## src/rtl/dp_types_pkg.sv

```systemverilog
// Shared datapath types for the 5-stage pipeline: words, PC source select,
// IF/ID latch layout and fetch-stage state.
package dp_types_pkg;

  typedef logic [31:0] word_t;

  // PC source select carried down the pipe with a resolved control transfer.
  typedef enum logic [2:0] {
    PCSRC_NPC = 3'd0,
    PCSRC_CPC = 3'd1,
    PCSRC_REG = 3'd2,
    PCSRC_JAL = 3'd3,
    PCSRC_IMM = 3'd4
  } pcsrc_t;

  typedef struct packed {
    word_t imemload;
    word_t pc;
    word_t pc4;
  } IF_ID_t;

  typedef enum logic {
    FETCH_RUN  = 1'b0,
    FETCH_HALT = 1'b1
  } fetch_state_t;

  localparam word_t NOP_INSTR = 32'h0000_0000;

  // Empty IF/ID slot: a NOP with zeroed PC fields.
  function automatic IF_ID_t ifid_bubble();
    IF_ID_t b;
    b.imemload = NOP_INSTR;
    b.pc       = '0;
    b.pc4      = '0;
    return b;
  endfunction

endpackage

```

## src/rtl/pc_next_sel.sv

```systemverilog
// Decodes a resolved EX/MEM control transfer into an effective-redirect flag
// and a word-aligned target, and forms the sequential PC.
module pc_next_sel
  import dp_types_pkg::*;
(
  input  word_t  pc_i,
  input  logic   redir_valid_i,
  input  pcsrc_t redir_pcsrc_i,
  input  word_t  redir_baddr_i,
  input  word_t  redir_jaddr_i,
  input  word_t  redir_raddr_i,
  output logic   redir_effective_o,
  output word_t  target_o,
  output word_t  pc4_o
);

  word_t raw_target;

  // Select redirect source; NPC/CPC never redirect fetch.
  always_comb begin
    redir_effective_o = 1'b0;
    raw_target        = '0;
    case (redir_pcsrc_i)
      PCSRC_REG: begin
        redir_effective_o = redir_valid_i;
        raw_target        = redir_raddr_i;
      end
      PCSRC_JAL: begin
        redir_effective_o = redir_valid_i;
        raw_target        = redir_jaddr_i;
      end
      PCSRC_IMM: begin
        redir_effective_o = redir_valid_i;
        raw_target        = redir_baddr_i;
      end
      default: begin
        redir_effective_o = 1'b0;
        raw_target        = '0;
      end
    endcase
  end

  // Force word alignment on the target; sequential PC wraps mod 2^32.
  always_comb begin
    target_o = {raw_target[31:2], 2'b00};
    pc4_o    = pc_i + 32'd4;
  end

endmodule

```

## src/rtl/fetch_stage.sv

```systemverilog
// Instruction-fetch stage: owns the PC, drives imem, fills the IF/ID latch,
// applies EX/MEM redirects and freezes on halt.
// Optional macro FETCH_PERF_CNT_EN adds fetch/bubble performance counters.
module fetch_stage
  import dp_types_pkg::*;
#(
  parameter word_t PC_INIT = 32'h0000_0000
) (
  input  logic   CLK,
  input  logic   nRST,
  input  logic   ihit,
  input  word_t  imemload,
  output logic   imemREN,
  output word_t  imemaddr,
  input  logic   stall,
  input  logic   redir_valid,
  input  pcsrc_t redir_pcsrc,
  input  word_t  redir_baddr,
  input  word_t  redir_jaddr,
  input  word_t  redir_raddr,
  input  logic   halt_in,
  output IF_ID_t ifid,
  output logic   ifid_valid
`ifdef FETCH_PERF_CNT_EN
  ,
  output word_t  fetch_cnt,
  output word_t  bubble_cnt
`endif
);

  fetch_state_t state_q, state_d;
  word_t        pc_q, pc_d;
  IF_ID_t       ifid_q, ifid_d;
  logic         ifid_valid_q, ifid_valid_d;

  logic         redir_eff;
  word_t        redir_target;
  word_t        pc4;

  // Per-edge event flags, used by the optional counters.
  logic         ev_fetch;
  logic         ev_bubble;

  pc_next_sel u_pc_next_sel (
    .pc_i              (pc_q),
    .redir_valid_i     (redir_valid),
    .redir_pcsrc_i     (redir_pcsrc),
    .redir_baddr_i     (redir_baddr),
    .redir_jaddr_i     (redir_jaddr),
    .redir_raddr_i     (redir_raddr),
    .redir_effective_o (redir_eff),
    .target_o          (redir_target),
    .pc4_o             (pc4)
  );

  // Next state: halt beats stall beats redirect beats hit/miss.
  always_comb begin
    state_d      = state_q;
    pc_d         = pc_q;
    ifid_d       = ifid_q;
    ifid_valid_d = ifid_valid_q;
    ev_fetch     = 1'b0;
    ev_bubble    = 1'b0;
    unique case (state_q)
      FETCH_RUN: begin
        if (halt_in) begin
          state_d      = FETCH_HALT;
          ifid_d       = ifid_bubble();
          ifid_valid_d = 1'b0;
        end else if (stall) begin
          // Hold everything; the redirect stays presented by frozen EX/MEM.
        end else if (redir_eff) begin
          pc_d         = redir_target;
          ifid_d       = ifid_bubble();
          ifid_valid_d = 1'b0;
          ev_bubble    = 1'b1;
        end else if (ihit) begin
          ifid_d.imemload = imemload;
          ifid_d.pc       = pc_q;
          ifid_d.pc4      = pc4;
          ifid_valid_d    = 1'b1;
          pc_d            = pc4;
          ev_fetch        = 1'b1;
        end else begin
          ifid_d       = ifid_bubble();
          ifid_valid_d = 1'b0;
          ev_bubble    = 1'b1;
        end
      end
      FETCH_HALT: begin
        // Absorbing until reset.
      end
      default: begin
        state_d = FETCH_HALT;
      end
    endcase
  end

  // Fetch state registers with asynchronous reset.
  always_ff @(posedge CLK or negedge nRST) begin
    if (!nRST) begin
      state_q      <= FETCH_RUN;
      pc_q         <= PC_INIT;
      ifid_q       <= ifid_bubble();
      ifid_valid_q <= 1'b0;
    end else begin
      state_q      <= state_d;
      pc_q         <= pc_d;
      ifid_q       <= ifid_d;
      ifid_valid_q <= ifid_valid_d;
    end
  end

  // Memory request and IF/ID outputs.
  always_comb begin
    imemaddr   = pc_q;
    imemREN    = (state_q == FETCH_RUN);
    ifid       = ifid_q;
    ifid_valid = ifid_valid_q;
  end

`ifdef FETCH_PERF_CNT_EN
  word_t fetch_cnt_q, fetch_cnt_d;
  word_t bubble_cnt_q, bubble_cnt_d;

  // Counters only move on RUN-state events, so they freeze in HALT.
  always_comb begin
    fetch_cnt_d  = fetch_cnt_q;
    bubble_cnt_d = bubble_cnt_q;
    if (ev_fetch) begin
      fetch_cnt_d = fetch_cnt_q + 32'd1;
    end
    if (ev_bubble) begin
      bubble_cnt_d = bubble_cnt_q + 32'd1;
    end
  end

  // Performance counter registers.
  always_ff @(posedge CLK or negedge nRST) begin
    if (!nRST) begin
      fetch_cnt_q  <= '0;
      bubble_cnt_q <= '0;
    end else begin
      fetch_cnt_q  <= fetch_cnt_d;
      bubble_cnt_q <= bubble_cnt_d;
    end
  end

  assign fetch_cnt  = fetch_cnt_q;
  assign bubble_cnt = bubble_cnt_q;
`endif

endmodule

```

## config.mk

```make
export PLATFORM = sky130hd
export DESIGN_NAME = fetch_stage
export DESIGN_NICKNAME = d
export VERILOG_FILES = /design/src/rtl/dp_types_pkg.sv /design/src/rtl/pc_next_sel.sv /design/src/rtl/fetch_stage.sv
export SDC_FILE = /design/constraint.sdc
export NUM_CORES = 1
export LEC_CHECK = 0
export ABC_CLOCK_PERIOD_IN_PS = 2200
export CAP_MARGIN = 20
export CORE_UTILIZATION = 30
export CTS_CLUSTER_SIZE = 40
export DETAILED_ROUTE_END_ITERATION = 8
export HOLD_SLACK_MARGIN = 0.02
export PLACE_DENSITY = 0.58
export SLEW_MARGIN = 40
export SYNTH_ARGS = -nofsm -noshare
export SYNTH_HDL_FRONTEND = slang
export SYNTH_HIERARCHICAL = 1
export SYNTH_SLANG_ARGS = --single-unit
```

## constraint.sdc

```tcl
create_clock -name CLK -period 2.2 [get_ports CLK]
set_input_delay 0.55 -clock CLK [delete_from_list [all_inputs] [get_ports CLK]]
set_output_delay 0.55 -clock CLK [all_outputs]
set_load 0.03 [all_outputs]
```

# Yosys cells after proc, flatten, opt, wreduce, memory -nomap -nowiden
# Cells that the tools add are included.
# word_totals
elab_cells,32
reg_bits,130
memories,0
mem_bits_rw,0
latch_bits,0
rom_bits,0
# classes
n_mul,0
n_div,0
bitwise,3
magnitude_cmp,0
n_addsub,1
n_mux,14
n_reduce_logical,4
n_eq_ne,4
shift,0
# ops
op,n
2-to-1 mux 96 bit,4
case mux 32 bit (3 select lines),1
2-to-1 mux 32 bit,2
adder 32 x 3 -> 32 bit (second input constant),1
2-to-1 mux 1 bit,7
equality test 3 x 2 -> 1 bit (second input constant),2
AND reduction 4 bit,1
equality test 3 bit (second input constant),1
inverter 1 bit,3
OR reduction 3 bit,1
!= test 2 x 1 -> 1 bit (second input constant),1
AND reduction 2 bit,1
nonzero test 2 bit,1

# Longest topological paths before layout
# Gate-level depths: netlist of the first run.
# depth
ltp_word,6
depth_mapped,11
depth_no_buf,7

# Cells and area by module
# Netlist of the first run, hierarchy kept.
# modules_own_cells
mod,cells_each,area_per_inst_um2,n_inst
fetch_stage,325,5001.0,1
pc_next_sel,188,1233.7,1

# Worst setup path before layout of the first run
# No wires, ideal clock.
# synth_timing
path_kind,input to register
start,input port redir_pcsrc[0]
end,register pc_q[0] (netlist: imemaddr[0])
t_required_ns,2.075
cell_stages,10
setup_time_ns,0.125
arrival_time_ns,2.522
slack_ns,-0.447
path_cell_list,clkbuf_1 nor2_1 and2_1 clkbuf_1 inv_1 a21boi_0 buf_2 clkbuf_1 mux2_2 mux2_2
# synth_between
elab_chain_cells,5
# synth_rtl
element,line_no,rtl
from (decl),fetch_stage.sv:17,"input pcsrc_t redir_pcsrc,"
equality test 3 x 2 -> 1 bit / equality test 3 bit (equally long branches),pc_next_sel.sv:23,case (redir_pcsrc_i)
OR reduction 3 bit (no line) *,--,
2-to-1 mux 1 bit *,pc_next_sel.sv:23,
named net redir_eff,fetch_stage.sv:36,logic redir_eff;
nonzero test 2 bit (no line),--,
AND reduction 4 bit (no line),--,
to (signal assigned),fetch_stage.sv:108,pc_q <= pc_d;
to (decl),fetch_stage.sv:32,"word_t pc_q, pc_d;"
# Mark *: on every way through the listed nets, which the timed path passes. The rest lies on a longest branch.
# A chain may end at the register's enable or synchronous reset.

# Final worst setup path of the first run
# layout_timing
start,register pc_q[3] (netlist: imemaddr[3])
end,register pc_q[28] (netlist: imemaddr[28])
# layout_between
elab_chain_cells,3
# layout_rtl
element,line_no,rtl
adder 32 x 3 -> 32 bit,pc_next_sel.sv:46,pc4_o = pc_i + 32'd4;
named net pc4[28],fetch_stage.sv:38,word_t pc4;
2-to-1 mux 32 bit,fetch_stage.sv:77,end else if (ihit) begin
2-to-1 mux 32 bit,fetch_stage.sv:72,end else if (redir_eff) begin
# The timed path passes the listed nets, and every way through them passes these cells. The select of a mux whose other input is x is not followed.

==> flow_metrics.py, run 1 <==
metrics = {
    "outcome": {
        "status": "complete, no violations",
    },
    "clocking": {
        "htree_levels": 4,
        "cts_tree": "built",
        "clk_latency_ns": 0.42,
        "max-clock-path-buffers": 2,
        "clock-root-buffer": "clkbuf_16",
        "path_clk_slew_ns": 0.06,
        "numCtsBuffers": 17,
        "clock_sinks": 130,
    },
    "min_path": {
        "min_path_type": "in2async",
    },
    "sta": {
        "rsz0062_at_grt": "yes",
        "worst_slack_ns": 0.0347,
        "tns_ns": 0,
        "post-route-period-util": 0.984,
        "maxSlewHeadroom": 0.626,
        "period_needed_ns": 2.17,
        "tightest_slew_ns": 0.561,
        "drv_slew": 0,
        "timing.fmax_mhz": 462,
        "hold_viol": 0,
        "setup_violations": 0,
        "skew_ns": 0.0116,
    },
    "logic_synthesis": {
        "async_flop_share": 1.00,
        "synth_top_area_share": 0.522,
        "post-synth-top-count-cell": "dfrtp_1",
        "yosysSeqAreaShare": 0.522,
        "synth_top_area_cell": "dfrtp_1",
        "synth_ff_type": "dfrtp_1",
        "synthCells": 513,
        "synth.area.top_cells": "dfrtp_1, a22o_1, mux2_2",
        "yosys-top-cells-count": "dfrtp_1, a22o_1, mux2_2",
        "synth-edff-count": 0,
        "yosysWarnings": 6,
        "ys_types": 35,
        "syn_area_sq_um": 6230,
        "ys_ff_latch": 130,
        "synth_area_per_cell_sq_um": 12.2,
    },
    "cells_and_area": {
        "final_area_sq_um": 10500,
        "drive_above_1_share": 0.217,
        "antenna_cells": 0,
        "syn_to_final_growth_pct": 67.9,
        "fin_nets": 954,
    },
    "place": {
        "routabilityCongestion": 0.790,
        "io_buffers": 260,
        "dp.final_hpwl_mm": 14.7,
        "pre_cts_ws_ns": -0.479,
        "dpl_cell_area_sq_um": 9640,
    },
    "setup_path": {
        "cp.depth": 8,
        "rr_worst_depth": 8,
        "worstSetupEndpointType": "register",
        "path_cells": "ha_4 -> nand3_4 -> nor4_4 -> buf_12 -> nand4_1 -> xnor2_2 -> mux2_2 -> mux2_4",
        "cp_max_fo": 7,
        "critPathLaunchType": "register",
        "path_delay_family": "simple AND/OR/NAND/NOR gates",
        "worst-path-buf-inv": 1,
        "cp.required_ns": 2.50,
        "slowest_delay_ns": 0.41,
        "path_class": "reg2reg",
        "worstPathArrival_ns": 2.46,
        "crit_slowest_cell": "dfrtp_1",
    },
    "routing": {
        "drtIter0Drc": 270,
        "via_per_inst": 4.87,
        "drt-pass1-iter-count": 4,
        "drc": 0,
        "num_vias": 5349,
        "antenna_left": 0,
        "wl_per_cell_microns": 18.7,
        "wirelength_mm": 20.6,
    },
    "global_routing": {
        "grt_pass1_wl_mm": 32.6,
        "track_usage": 0.197,
        "grt_pass1_vias": 5733,
        "grt-ovfl-total": 0,
        "grt_max_degree": 62,
        "antenna_found_initial": 0,
    },
    "pwr": {
        "p_leak_uw": 0.00497,
        "p_int_uw": 4790,
        "p_comb_frac": 0.112,
        "seqPwrFrac": 0.396,
        "power_switching_uw": 1420,
        "power.share.clock": 0.492,
        "switching_share": 0.228,
        "ir_worst_vdd_mv": 0.494,
        "pwr_density_cell_nw_per_um2": 593,
    },
    "job": {
        "maxCapViolations": 0,
    },
    "floorplanning": {
        "ios": 267,
        "coreArea_sq_um": 20300,
        "fp-row-count": 52,
        "die_h_microns": 146,
        "dieArea_sq_um": 21400,
        "die_width_microns": 146,
        "initial_core_util": 0.307,
    },
}
[sequential cells by signal, summed over array words and instances (netlist names)]
signal      count
ifid           96
imemaddr       32
ifid_valid      1
state_q         1
[cell type report]
| cell class | instances | area, sq um |
|---|---|---|
| fillers | 1784 | 9830 |
| flip-flops and latches | 130 | 3250 |
| repair buffers | 324 | 3230 |
| multi-input cells | 338 | 2990 |
| clock buffers | 21 | 460 |
| well taps | 270 | 338 |
| clock inverters | 11 | 175 |
| inverters | 5 | 18.8 |
[repair_timing]
action | 4_1_cts | 5_1_grt
gates resized for setup | 12 | 25
gates cloned | 0 | 0
setup buffers | 2 | 11
hold buffers | 0 | 0
setup endpoints to repair | 101 | 44
pin swaps | 1 | 11
[through the flow]
step                      hold WS [ns]  std cells   util  total power [uW]
after global routing            0.0527       1099  0.516              6450
final                           0.0418       1099  0.516              6210
after CTS                       0.0473       1088  0.507              6290
after detailed placement         0.478       1054  0.475              3200
after floorplan                  0.254        514      -              2750
after global placement           0.461       1054  0.475              3180
[cell families (layout without fill, tap and decap cells)]
logic type      count (synthesis)  after routing  share of synthesized area
xor+xnor                       28             28                     0.0393
mux                            94             94                      0.164
flops                         130            130                      0.522
fa+ha+maj                       1              1                    0.00201
simple gates                   84             84                     0.0763
compound gates                129            129                      0.162
buf+inv                        46            361                     0.0341
other cells                     1              2                   0.000601
[power groups by stage]
stage | registers, uW | clock network [uW] | logic (uW)
6_report | 2460 | 3060 | 695
5_1_grt | 2460 | 3250 | 743
4_1_cts | 2450 | 3140 | 700
3_5_place_dp | 2500 | 0 | 699
3_3_place_gp | 2500 | 0 | 687
2_1_floorplan | 2580 | 0 | 172
[metal layers]
layer	track usage	wire, microns	share of wire
met5	0	0	0
met2	0.335	10400	0.51
met4	0.0625	268	0.013
met1	0.248	8790	0.43
met3	0.0419	1060	0.051
[final timing paths]
path	from	end	slack, ns
min in group CLK	ifid_valid$_DFFE_PN0P_	ifid_valid$_DFFE_PN0P_	0.49
max in group asynchronous	nRST	ifid[88]$_DFFE_PN0P_	1.41
min reg2reg	ifid_valid$_DFFE_PN0P_	ifid_valid$_DFFE_PN0P_	0.49
max reg2reg	imemaddr[3]$_DFFE_PN0P_	imemaddr[28]$_DFFE_PN0P_	0.03
max	imemaddr[3]$_DFFE_PN0P_	imemaddr[28]$_DFFE_PN0P_	0.03
min	nRST	ifid[64]$_DFFE_PN0P_	0.04
[placed cells by master, fill, tap and decap left out, types with 4 or more instances in the layout]
| cell type | count |
|---|---|
| dfrtp_1 | 130 |
| bufinv_16 | 4 |
| mux2_2 | 34 |
| mux2_4 | 30 |
| mux2i_1 | 30 |
| xnor2_1 | 17 |
| buf_4 | 53 |
| nor2_1 | 4 |
| inv_1 | 4 |
| a22o_1 | 96 |
| o21ai_0 | 30 |
| xor2_1 | 7 |
| nand2_1 | 40 |
| dlygate4sd2_1 | 11 |
| clkbuf_16 | 17 |
| buf_12 | 10 |
| xnor2_2 | 4 |
| clkdlybuf4s50_1 | 233 |
| dlymetal6s2s_1 | 14 |
| nand3_1 | 10 |
| nand4_1 | 8 |
Note: power is estimated with default switching activity, not from simulation.
==> run 2, diff against run 1 <==
--- a/config.mk
+++ b/config.mk
@@ -10,6 +10,7 @@
 export CORE_UTILIZATION = 30
 export CTS_CLUSTER_SIZE = 40
 export DETAILED_ROUTE_END_ITERATION = 8
+export GPL_TIMING_DRIVEN = 0
 export HOLD_SLACK_MARGIN = 0.02
 export PLACE_DENSITY = 0.58
 export SLEW_MARGIN = 40
==> run 2 against run 1 <==
  * Setup slack lost 0.015 ns
  * Global-route usage grew 1.2 points
  * Sequential cell count is the same
  * Via count grew 0.56%
  * Utilization shrank 0.17 points
  * Total power grew 1.2%
  * Cell area shrank 0.32%
  * Register-to-register slack gained 0.07 ns
  * Die area is the same
  * Sequential share of layout area grew 0.29 points
  * Worst hold slack gained 0.44 ns
  * Critical path type is now reg2out
==> flow_metrics.py, run 2 (synthesis gave the netlist of run 1 again) <==
metrics = {
    "setup_path": {
        "rr_worst_depth": 7,
        "cp-endpoint": "imemaddr[26]",
        "worstSetupEndpointType": "output port",
        "path_delay_family": "buffers and inverters",
        "r2r-start": "imemaddr[9]$_DFFE_PN0P_",
        "crit_slowest_cell": "clkdlybuf4s50_1",
        "cp.depth": 1,
        "worst-path-buf-inv": 1,
        "crit_start": "imemaddr[26]$_DFFE_PN0P_",
        "critPathLaunchType": "register",
        "cp_max_fo": 6,
        "reg2reg_to": "imemaddr[28]$_DFFE_PN0P_",
        "path_cells": "clkdlybuf4s50_1",
        "slowest_delay_ns": 0.73,
        "worstPathArrival_ns": 1.63,
        "cp.required_ns": 1.65,
        "rrSetupSlack_ns": 0.10,
        "path_class": "reg2out",
    },
    "place": {
        "numPlacedInstances": 1045,
        "dp.final_hpwl_mm": 15.7,
        "io_buffers": 259,
        "dpl_cell_area_sq_um": 9400,
        "pre_cts_ws_ns": -1.26,
        "routabilityCongestion": 0.788,
    },
    "floorplanning": {
        "die_width_microns": 146,
        "initial_core_util": 0.307,
        "dieArea_sq_um": 21400,
        "fp-row-count": 52,
        "ios": 267,
        "die_h_microns": 146,
        "coreArea_sq_um": 20300,
    },
    "job": {
        "maxCapViolations": 0,
    },
    "global_routing": {
        "antenna_found_initial": 0,
        "grt_pass1_vias": 5730,
        "grt_max_degree": 71,
        "grt_pass1_wl_mm": 33.9,
        "track_usage": 0.209,
        "grt-ovfl-total": 0,
    },
    "clocking": {
        "htree_levels": 4,
        "clock-root-buffer": "clkbuf_16",
        "max-clock-path-buffers": 2,
        "cts_tree": "built",
        "clock_sinks": 130,
        "clk_latency_ns": 0.42,
        "numCtsBuffers": 17,
        "path_clk_slew_ns": 0.06,
    },
    "pwr": {
        "power_switching_uw": 1450,
        "p_comb_frac": 0.114,
        "p_int_uw": 4830,
        "pwr_density_cell_nw_per_um2": 602,
        "power.share.clock": 0.494,
        "p_leak_uw": 0.00483,
        "seqPwrFrac": 0.392,
        "switching_share": 0.231,
        "ir_worst_vdd_mv": 0.486,
    },
    "sta": {
        "hold_viol": 0,
        "worst_slack_ns": 0.0201,
        "period_needed_ns": 2.18,
        "timing.fmax_mhz": 459,
        "maxSlewHeadroom": 0.522,
        "rsz0062_at_grt": "no",
        "drv_slew": 0,
        "skew_ns": 0.00804,
        "tightest_slew_ns": 0.717,
        "setup_violations": 0,
        "tns_ns": 0,
        "post-route-period-util": 0.991,
    },
    "cells_and_area": {
        "fin_util": 0.514,
        "fin_nets": 952,
        "drive_above_1_share": 0.222,
        "largest_register_ffs": 96,
        "syn_to_final_growth_pct": 67.4,
        "antenna_cells": 0,
        "stdcell_count": 1097,
        "layout_common_cells": "clkdlybuf4s50_1, dfrtp_1, a22o_1",
        "final_common_cell": "clkdlybuf4s50_1",
        "final_area_sq_um": 10400,
    },
    "outcome": {
        "status": "complete, no violations",
    },
    "routing": {
        "via_per_inst": 4.90,
        "wl_per_cell_microns": 19.9,
        "antenna_left": 0,
        "wirelength_mm": 21.9,
        "drtIter0Drc": 270,
        "num_vias": 5379,
        "drt-pass1-iter-count": 4,
        "drc": 0,
    },
    "min_path": {
        "min_path_type": "reg2reg",
    },
}
[run 2: changes by cell type in the layout (fill, tap and decap cells not counted), moves of 5 or more]
cell / delta
clkbuf_1: +6
clkbuf_2: +5
dfrtp_2: +16
buf_2: +5
dlygate4sd2_1: +7
dlymetal6s2s_1: -6
dfrtp_1: -16
buf_4: -26
[run 2: worst min path at each step]
stage | start | end | slack, ns | cells after the start
after floorplan | nRST | ifid[0]$_DFFE_PN0P_ | 0.25 | 0
after global placement | ifid_valid$_DFFE_PN0P_ | ifid_valid$_DFFE_PN0P_ | 0.46 | 1
after detailed placement | nRST | ifid[64]$_DFFE_PN0P_ | 0.35 | 1
after CTS | ifid_valid$_DFFE_PN0P_ | ifid_valid$_DFFE_PN0P_ | 0.49 | 1
after global routing | nRST | ifid[58]$_DFFE_PN0P_ | 0.52 | 2
final | ifid_valid$_DFFE_PN0P_ | ifid_valid$_DFFE_PN0P_ | 0.49 | 1
[run 2: metrics by stage]
step | hold WS [ns] | power, uW
floorplan | 0.254 | 2750
global placement | 0.462 | 3180
global route | 0.516 | 6520
finish | 0.485 | 6280
CTS | 0.490 | 6360
detailed placement | 0.347 | 3200
[run 2: area by class of cell]
cell class	count	area (sq um)
fill	1806	9860
inverter	5	18.8
buffer	40	353
clock buffer	20	467
tap	270	338
sequential	130	3270
timing repair buffer	282	2850
clock inverter	12	179
multi-input combinational	338	2960
[run 2: power groups by stage]
| stage | Sequential (uW) | Clock, uW | Combinational [uW] |
|---|---|---|---|
| floorplan | 2580 | 0 | 172 |
| global placement | 2510 | 0 | 669 |
| detailed placement | 2510 | 0 | 691 |
| CTS | 2460 | 3170 | 725 |
| global route | 2470 | 3290 | 767 |
| finish | 2460 | 3100 | 718 |
[run 2: timing repair]
action | CTS | global route
setup endpoints to repair | 145 | 53
endpoints found under the hold margin | 7 | 0
setup buffers | 20 | 0
pin swaps | 6 | 2
hold buffers | 1 | 0
gates resized for setup | 55 | 31
[run 2: routing by layer]
layer / part of all wire / global-route usage
met2: 0.48 / 0.337
met5: 0 / 0
met1: 0.43 / 0.271
met3: 0.066 / 0.0547
met4: 0.020 / 0.0698
